## config.mk

```make
export PLATFORM = sky130hd
export DESIGN_NAME = video_stream_source
export DESIGN_NICKNAME = d
export VERILOG_FILES = /design/src/rtl/video_stream_pkg.sv /design/src/rtl/video_timing_gen.sv /design/src/rtl/video_stream_source.sv
export SDC_FILE = /design/constraint.sdc
export NUM_CORES = 1
export LEC_CHECK = 0
export CAP_MARGIN = 20
export CORE_MARGIN = 2
export CORE_UTILIZATION = 36
export DETAILED_ROUTE_END_ITERATION = 10
export SETUP_SLACK_MARGIN = 0.2
export SKIP_LAST_GASP = 1
export SLEW_MARGIN = 20
export SYNTH_ARGS = -nofsm -noshare
export SYNTH_HDL_FRONTEND = slang
export SYNTH_SLANG_ARGS = --single-unit
```

## constraint.sdc

```tcl
create_clock -name clk -period 2.1 [get_ports clk]
set_clock_uncertainty 0.15 [all_clocks]
set_input_delay 0.315 -clock clk [delete_from_list [all_inputs] [get_ports clk]]
set_output_delay 0.315 -clock clk [all_outputs]
set_load 0.01 [all_outputs]
```

## src/rtl/video_stream_pkg.sv

```systemverilog
// rtl/video_stream_pkg.sv - shared types, widths and parameter sanity check for the video stream source
package video_stream_pkg;

  typedef enum logic [1:0] {
    IDLE = 2'd0,
    ARM  = 2'd1,
    RUN  = 2'd2
  } state_t;

  localparam int SETX_W = 11;
  localparam int SETY_W = 10;
  localparam int PIX_W  = 8;

  function automatic bit params_ok(input int hdisp, input int vdisp, input int hblank,
                                   input int vblank, input int clk_div);
    return (hdisp >= 1) && (hdisp < 2048) && (vdisp >= 1) && (vdisp < 1024) &&
           (hblank >= 1) && (vblank >= 1) && (clk_div >= 1);
  endfunction

endpackage

```

## src/rtl/video_timing_gen.sv

```systemverilog
// rtl/video_timing_gen.sv - pixel-slot divider and h/v raster counters
// Everything is held at zero while run_i is low, so a new RUN always starts at (0,0).
module video_timing_gen
  import video_stream_pkg::*;
#(
  parameter int IMG_HDISP = 1280,
  parameter int IMG_VDISP = 720,
  parameter int H_BLANK   = 160,
  parameter int V_BLANK   = 30,
  parameter int CLK_DIV   = 1
) (
  input  logic              clk,
  input  logic              rst,
  input  logic              run_i,
  output logic              tick_o,
  output logic              active_o,
  output logic              vact_o,
  output logic              hact_o,
  output logic              wrap_o,
  output logic [SETX_W-1:0] hpos_o,
  output logic [SETY_W-1:0] vpos_o
);

  localparam int H_TOTAL = IMG_HDISP + H_BLANK;
  localparam int V_TOTAL = IMG_VDISP + V_BLANK;
  localparam int H_W     = $clog2(H_TOTAL);
  localparam int V_W     = $clog2(V_TOTAL);
  localparam int DIV_W   = (CLK_DIV > 1) ? $clog2(CLK_DIV) : 1;

  logic [DIV_W-1:0] div_q, div_d;
  logic [H_W-1:0]   h_cnt_q, h_cnt_d;
  logic [V_W-1:0]   v_cnt_q, v_cnt_d;
  logic             h_last, v_last;

  assign tick_o   = run_i && (div_q == DIV_W'(CLK_DIV - 1));
  assign h_last   = (h_cnt_q == H_W'(H_TOTAL - 1));
  assign v_last   = (v_cnt_q == V_W'(V_TOTAL - 1));
  assign vact_o   = (v_cnt_q < V_W'(IMG_VDISP));
  assign hact_o   = (h_cnt_q < H_W'(IMG_HDISP));
  assign active_o = tick_o && vact_o && hact_o;
  assign wrap_o   = tick_o && h_last && v_last;
  assign hpos_o   = SETX_W'(h_cnt_q);
  assign vpos_o   = SETY_W'(v_cnt_q);

  always_comb begin
    div_d   = div_q;
    h_cnt_d = h_cnt_q;
    v_cnt_d = v_cnt_q;
    if (!run_i) begin
      div_d   = '0;
      h_cnt_d = '0;
      v_cnt_d = '0;
    end else if (tick_o) begin
      div_d = '0;
      if (h_last) begin
        h_cnt_d = '0;
        v_cnt_d = v_last ? '0 : v_cnt_q + 1'b1;
      end else begin
        h_cnt_d = h_cnt_q + 1'b1;
      end
    end else begin
      div_d = div_q + 1'b1;
    end
  end

  always_ff @(posedge clk or posedge rst) begin
    if (rst) begin
      div_q   <= '0;
      h_cnt_q <= '0;
      v_cnt_q <= '0;
    end else begin
      div_q   <= div_d;
      h_cnt_q <= h_cnt_d;
      v_cnt_q <= v_cnt_d;
    end
  end

endmodule

```

## src/rtl/video_stream_source.sv

```systemverilog
// rtl/video_stream_source.sv - pixel stream transmitter fed from a show-ahead line FIFO
// Frames always run to completion; enable is only re-evaluated at the frame wrap.
module video_stream_source
  import video_stream_pkg::*;
#(
  parameter int IMG_HDISP = 1280,
  parameter int IMG_VDISP = 720,
  parameter int H_BLANK   = 160,
  parameter int V_BLANK   = 30,
  parameter int CLK_DIV   = 1
) (
  input  logic              clk,
  input  logic              rst,
  input  logic              enable,
  input  logic              fifo_empty,
  input  logic [PIX_W-1:0]  fifo_data,
  output logic              fifo_rd_en,
  output logic              post_frame_vsync,
  output logic              post_frame_href,
  output logic              post_frame_clken,
  output logic [PIX_W-1:0]  post_img_Y,
  output logic [SETX_W-1:0] post_setx,
  output logic [SETY_W-1:0] post_sety,
  output logic              underflow,
  input  logic              clr_underflow,
  output logic              frame_done
);

  if (!params_ok(IMG_HDISP, IMG_VDISP, H_BLANK, V_BLANK, CLK_DIV)) begin : g_param_check
    $error("video_stream_source: illegal raster/divider parameters");
  end

  state_t state_q, state_d;
  logic   run, tick, active, vact, hact, wrap, arm_entry, uf_set;
  logic [SETX_W-1:0] hpos;
  logic [SETY_W-1:0] vpos;

  logic              vsync_q, vsync_d, href_q, href_d, clken_q, clken_d;
  logic              uf_q, uf_d, done_q, done_d;
  logic [PIX_W-1:0]  y_q, y_d;
  logic [SETX_W-1:0] setx_q, setx_d;
  logic [SETY_W-1:0] sety_q, sety_d;

  assign run = (state_q == RUN);

  video_timing_gen #(
    .IMG_HDISP(IMG_HDISP),
    .IMG_VDISP(IMG_VDISP),
    .H_BLANK  (H_BLANK),
    .V_BLANK  (V_BLANK),
    .CLK_DIV  (CLK_DIV)
  ) u_timing (
    .clk     (clk),
    .rst     (rst),
    .run_i   (run),
    .tick_o  (tick),
    .active_o(active),
    .vact_o  (vact),
    .hact_o  (hact),
    .wrap_o  (wrap),
    .hpos_o  (hpos),
    .vpos_o  (vpos)
  );

  assign fifo_rd_en = run && active && !fifo_empty;
  assign arm_entry  = (state_q == IDLE) && enable;
  assign uf_set     = active && fifo_empty;

  always_comb begin
    state_d = state_q;
    unique case (state_q)
      IDLE:    if (enable) state_d = ARM;
      ARM:     if (!enable) state_d = IDLE;
               else if (!fifo_empty) state_d = RUN;
      RUN:     if (wrap && !enable) state_d = IDLE;
      default: state_d = IDLE;
    endcase
  end

  // vsync/href only move on ticks so they stay aligned with the strobes when CLK_DIV > 1.
  always_comb begin
    vsync_d = vsync_q;
    href_d  = href_q;
    clken_d = 1'b0;
    y_d     = y_q;
    setx_d  = '0;
    sety_d  = '0;
    if (!run) begin
      vsync_d = 1'b0;
      href_d  = 1'b0;
      y_d     = '0;
    end else begin
      clken_d = active;
      if (tick) begin
        vsync_d = vact;
        href_d  = vact && hact;
      end
      if (active) begin
        setx_d = hpos;
        sety_d = vpos;
        y_d    = fifo_rd_en ? fifo_data : '0;
      end
    end
    uf_d   = uf_set || (uf_q && !clr_underflow && !arm_entry);
    done_d = wrap;
  end

  always_ff @(posedge clk or posedge rst) begin
    if (rst) begin
      state_q <= IDLE;
      vsync_q <= 1'b0;
      href_q  <= 1'b0;
      clken_q <= 1'b0;
      y_q     <= '0;
      setx_q  <= '0;
      sety_q  <= '0;
      uf_q    <= 1'b0;
      done_q  <= 1'b0;
    end else begin
      state_q <= state_d;
      vsync_q <= vsync_d;
      href_q  <= href_d;
      clken_q <= clken_d;
      y_q     <= y_d;
      setx_q  <= setx_d;
      sety_q  <= sety_d;
      uf_q    <= uf_d;
      done_q  <= done_d;
    end
  end

  assign post_frame_vsync = vsync_q;
  assign post_frame_href  = href_q;
  assign post_frame_clken = clken_q;
  assign post_img_Y       = y_q;
  assign post_setx        = setx_q;
  assign post_sety        = sety_q;
  assign underflow        = uf_q;
  assign frame_done       = done_q;

endmodule
```

==> results.md, run 1 <==
- Fin crit share: 0.905
- Slew Limit Fails: 0
- Total GRT Usage: 0.168
- Clock latency on the worst-skew pair: roughly 0.34 ns
- Placement row count: 30
- Starting Density: 0.378
- Net Sw Frac: 0.245
- Root Buffer: clkbuf_8
- Antenna-violating nets left: 0
- Routability cong.: between 0.9 and 1
- Number of distinct library cells after synthesis: 51
- HP Class: in -> async
- Sink Count: 58
- # IOs: 48
- Critical Path Max Stage Delay: 0.42 ns
- Share of total power in the clock network: 0.393
- Critical Path RT: around 2.2 ns
- Leak: ~0.0016 uW
- Die ar.: 7910 um^2
- Max Clock Freq: 0.526 GHz
- Kind of critical path: reg -> reg
- CP Launch Type: register
- Most frequent cells in the layout: dfrtp_1 (56), clkdlybuf4s50_1 (46), buf_4 (34)
- Clock transition at path regs: 0.07 ns
- TritonRoute pass-1 iters: 4
- CTS tree: built
- P&R area growth vs syn: 40.3%
- Die H: 88.9 um
- # DRC: 0
- Max clock buf depth: 2
- Layout Nets: 339
- Max-cap violation count: 0
- Yosys Warn Count: 0
- Hpwl dp: 4.17 mm
- Die Wd: 88.9 um
- Final Util: 0.530
- Most common cell after layout, fill and taps aside: dfrtp_1
- RSZ-0062 raised after global routing: yes
- Arr. time, crit path: 1.99 ns
- CTS Buf Count: 9
- Setup Total Neg Slack: 0 ns
- Syn Inst Count: 241
- Number of global-route vias before repair: between 2000 and 2500
- Largest net degree at the start of global routing: 19
- Peak supply drop: 0.328 mV
- Total power: 2270 uW
- Post-layout min period: 1.90 ns
- Via count: approximately 2100
- Fin cells: 423
- Number of H-tree levels: 3
- Async S/R FF share, synth: 1.00
- CP Capture Type: register
- PortBufs: between 40 and 50
- Diodes inserted: 0
- Combinational power share: 0.100
- Top FF cell, synth: dfrtp_1
- Average size of a mapped cell: between 10 and 15 um^2
- Seq pwr share: 0.506
- First-pass GRT wire length: 9.94 mm
- Crit-path slowest cell: or3_4
- Outcome: finished clean
- DR vias/cell: 5.05
- Pwr dens: 624 nW/um^2
- Reg2Reg Depth: 5
- Global route overflow: 0
- Final Hold Viols: 0
- Setup violations, final: 0
- Core area: 6870 um^2
- Internal power: 1720 uW
- First DRT Iteration DRCs: 221
- Psw: 556 uW
- Synthesized area: 2600 um^2
- Post-synthesis register bit count: 58
- Sequential fraction of the synthesis area: 0.559
- Number of enable flip-flop cells after synthesis: 0
- Initial antenna violation count: 0
- Layout cells sized above 1: 0.217
- Worst-path cell chain: or3_4 > nor4b_4 > buf_6 > a41oi_2 > a31oi_1
- Routed WL: 6.13 mm
- CP max FO: 6
- Post-synth net total: 257
- DR WL/cell: 14.5 um
- Placed Cells incl. Taps: 398
synthesized netlist by cell type, types with 3 or more instances:
cell type | n | share of area
a21oi_1 | 11 | 0.021
a31oi_1 | 7 | 0.017
and2_1 | 3 | 0.0072
and3_1 | 20 | 0.048
clkbuf_1 | 8 | 0.012
dfrtp_1 | 58 | 0.56
ha_1 | 3 | 0.014
inv_1 | 6 | 0.0087
nand2_1 | 10 | 0.014
nand2b_1 | 4 | 0.0096
nand3_1 | 13 | 0.025
nand4_1 | 15 | 0.036
nor2_1 | 13 | 0.019
nor2b_1 | 3 | 0.0072
nor3_1 | 9 | 0.017
o21ai_0 | 11 | 0.021
o221ai_1 | 3 | 0.010
xnor2_1 | 5 | 0.017
timing repair:
| action | in CTS | in global routing |
|---|---|---|
| endpoints found under the setup margin | 20 | 17 |
| setup buffers | 4 | 5 |
| hold endpoints to repair | 0 | 0 |
| resized for setup | 9 | 12 |
| pin swaps | 5 | 9 |
| cloned | 0 | 1 |
| hold buffers | 0 | 0 |
stage by stage:
step	worst slack, ns	hold slack (ns)	instance area, um^2
after floorplan	0.207	0.275	2600
after global placement	0.0768	0.323	3320
after detailed placement	0.0632	0.326	3320
after CTS	0.171	0.126	3540
after global routing	0.112	0.163	3640
final	0.201	0.126	3640
metal layers:
layer / GRT usage / share of wire / up-vias
met5: 0 / 0 / -
met4: 0.0785 / 0.016 / 0
met3: 0.0443 / 0.046 / 8
met2: 0.250 / 0.45 / 68
met1: 0.231 / 0.48 / 1020
li1: - / - / 1041
sequential cells by signal, indices dropped and copies added, names as in the netlist:
| register | count |
|---|---|
| frame_done | 1 |
| post_frame_clken | 1 |
| post_frame_href | 1 |
| post_frame_vsync | 1 |
| post_img_Y | 8 |
| post_setx | 11 |
| post_sety | 10 |
| state_q | 2 |
| u_timing.div_q | 1 |
| u_timing.hpos_o | 11 |
| u_timing.vpos_o | 10 |
| underflow | 1 |
worst max-delay path, delay by kind of cell, from the launching register on:
| family | cells | cell delay (ns) |
|---|---|---|
| AOI/OAI and AO/OA | 2 | 0.31 |
| buffers and inverters | 1 | 0.18 |
| DFF | 1 | 0.41 |
| and+or+nand+nor | 2 | 0.75 |
path summary, 6_finish.rpt:
kind / start / end / slack, ns
setup / recovery: u_timing.hpos_o[9] / u_timing.vpos_o[6] / 0.20
hold / removal: rst / post_sety[7] / 0.13
setup reg to reg: u_timing.hpos_o[9] / u_timing.vpos_o[6] / 0.20
hold reg to reg: post_frame_href / post_frame_href / 0.34
max in group asynchronous: rst / u_timing.vpos_o[5] / 1.09
min in group clk: post_frame_href / post_frame_href / 0.34
kinds of logic after synthesis:
logic type                 share of synthesized area
AOI/OAI and AO/OA                              0.110
xor gates and xnor gates                      0.0236
adders and majority gates                     0.0145
buffers and inverters                         0.0419
DFF                                            0.559
muxes                                         0.0120
other                                        0.00144
and+or+nand+nor                                0.238
layout make-up:
class | instances | area, um^2
multi-input cells | 163 | 1110
clock buffers | 12 | 155
inverters | 7 | 26.3
clock inverters | 3 | 15.0
well taps | 96 | 120
flip-flops and latches | 58 | 1450
fillers | 596 | 3230
repair buffers | 84 | 757
power groups by stage:
stage	Sequential (uW)	Combinational (uW)	Clock [uW]
detailed placement	1170	226	0
floorplan	1180	120	0
global placement	1170	224	0
global route	1150	253	977
finish	1150	228	894
CTS	1150	229	925
No activity file was read; power rests on OpenSTA's default activity.
==> run 2: changes to the inputs <==
- CTS_CLUSTER_SIZE: unset -> 14
==> results of run 2 <==
No change in the layout: final DEF, timing and power equal those of run 1.
==> run 3: changes to the inputs <==
- CORE_UTILIZATION: 36 -> 52
- PLACE_DENSITY: unset -> 0.79
==> results.md, run 3 (synthesis gave the netlist of run 1 again) <==
- First DRT Iteration DRCs: 262
- Max-cap violation count: 0
- Setup violations, final: 0
- Met1 Use GR: 0.319
- CTS tree: built
- # DRC: 0
- Post-layout min period: just under 2 ns
- R2r setup slk: 0.15 ns
- Routability cong.: 0.850
- Leak: 0.00162 uW
- Fin crit share: 0.931
- Root Buffer: clkbuf_8
- P&R area growth vs syn: 41.6%
- Area after DPL: 3300 um^2
- Core area: 4750 um^2
- Placement row count: 25
- Met2 usage: 0.368
- Setup Total Neg Slack: 0 ns
- Critical Path Max Stage Delay: 0.38 ns
- Hpwl dp: about 3.8 mm
- Max Clock Freq: around 0.5 GHz
- Most frequent cells in the layout: dfrtp_1 (57), clkdlybuf4s50_1 (46), buf_4 (30)
- Number of H-tree levels: 3
- Top delay family on crit path: compound AO/OA/AOI/OAI gates
- Die ar.: approximately 5600 um^2
- CP Capture Type: output port
- Worst-path cell chain: o211a_1 > o21a_1 > nor3_2 > buf_2
- Die Wd: 74.7 um
- HP Class: in -> async
- Final Hold Viols: 0
- Kind of critical path: reg -> out
- Design area: 3680 um^2
- Sink Count: 58
- Grt met3 use: 0.0509
- Reg2Reg Depth: 5
- Max clock buf depth: 2
- Global route overflow: 0
- TritonRoute pass-1 iters: 5
- WP buf/inv: 1
- Worst R2R Start: u_timing.hpos_o[9]
- Antenna-violating nets left: 0
- Via count: 2319
- Layout Nets: 337
- PortBufs: 47
- DR WL/cell: 16.9 um
- Routed WL: 6.64 mm
- Starting Density: 0.546
- Crit-path slowest cell: dfrtp_1
- DR vias/cell: 5.90
- Number of global-route vias before repair: about 2100
- Final Util: 0.773
- Pwr dens: 687 nW/um^2
- Largest net degree at the start of global routing: 59
- Slew Limit Fails: 0
- Initial antenna violation count: 0
- Most common cell after layout, fill and taps aside: dfrtp_1
- # IOs: 48
- RSZ-0062 raised after global routing: yes
- Clock transition at path regs: about 0.07 ns
- Layout cells sized above 1: 0.224
- Outcome: finished clean
- First-pass GRT wire length: 9.88 mm
- Die H: 74.7 um
- Clock latency on the worst-skew pair: 0.34 ns
- CP max FO: 2
- Critical Path RT: 1.63 ns
- CTS Buf Count: 9
- Arr. time, crit path: 1.49 ns
- Reg2reg end: u_timing.vpos_o[6]
- Total GRT Usage: 0.239
- Peak supply drop: 0.438 mV
- Total power: roughly 2500 uW
- Diodes inserted: 0
- GR peak layer: met2
- CP Launch Type: register
==> run 3: cell count changes in the layout (fill, tap and decap cells not counted), moves of 2 or more <==
cell / delta
bufinv_16: +2
buf_4: -4
nand3_2: +3
nand3_1: -3
buf_6: +2
==> run 3: layer usage <==
metal  vias to the layer above  wire length [um]
li1                       1040                 -
met1                      1126              2700
met2                       122              3180
met3                        31               502
met4                         0               261
met5                         -                 0
==> run 3: how the worst max path moves through the flow <==
stage	from	endpoint	depth (start not counted)
finish	u_timing.vpos_o[5]	fifo_rd_en	4
global route	u_timing.hpos_o[9]	u_timing.vpos_o[3]	6
CTS	u_timing.vpos_o[5]	fifo_rd_en	4
detailed placement	fifo_empty	fifo_rd_en	3
global placement	fifo_empty	fifo_rd_en	3
floorplan	rst	frame_done	1
==> run 3: power by group <==
group / internal [uW] / switching (uW)
registers: 1140 / 15.1
logic: 109 / 135
clock network: 696 / 434
==> run 3: repair_timing <==
action,in CTS,in global routing
gates cloned,0,1
gates resized for setup,13,16
buffers inserted,4,3
endpoints found under the setup margin,9,29
pin swaps,5,13
hold endpoints to repair,0,0
hold buffers,0,0
==> run 3: metrics by stage <==
step	setup slack, ns	hold WS [ns]	std cells
2_1_floorplan	0.207	0.275	241
3_3_place_gp	0.0948	0.316	369
3_5_place_dp	0.0954	0.315	369
4_1_cts	0.155	0.208	389
5_1_grt	0.0789	0.223	393
6_report	0.145	0.191	393
==> run 3: layout make-up <==
cell class / instances / area (um^2)
Sequential cell: 58 / 1450
Tap cell: 67 / 83.8
Clock buffer: 11 / 141
Timing Repair Buffer: 82 / 764
Clock inverter: 5 / 77.6
Inverter: 7 / 26.3
Multi-Input combinational cell: 163 / 1130
Fill cell: 316 / 1080
==> run 3: worst min-delay path: stages <==
cell,delay (ns)
clkdlybuf4s50_1,0.41
inv_2,0.07
buf_12,0.27
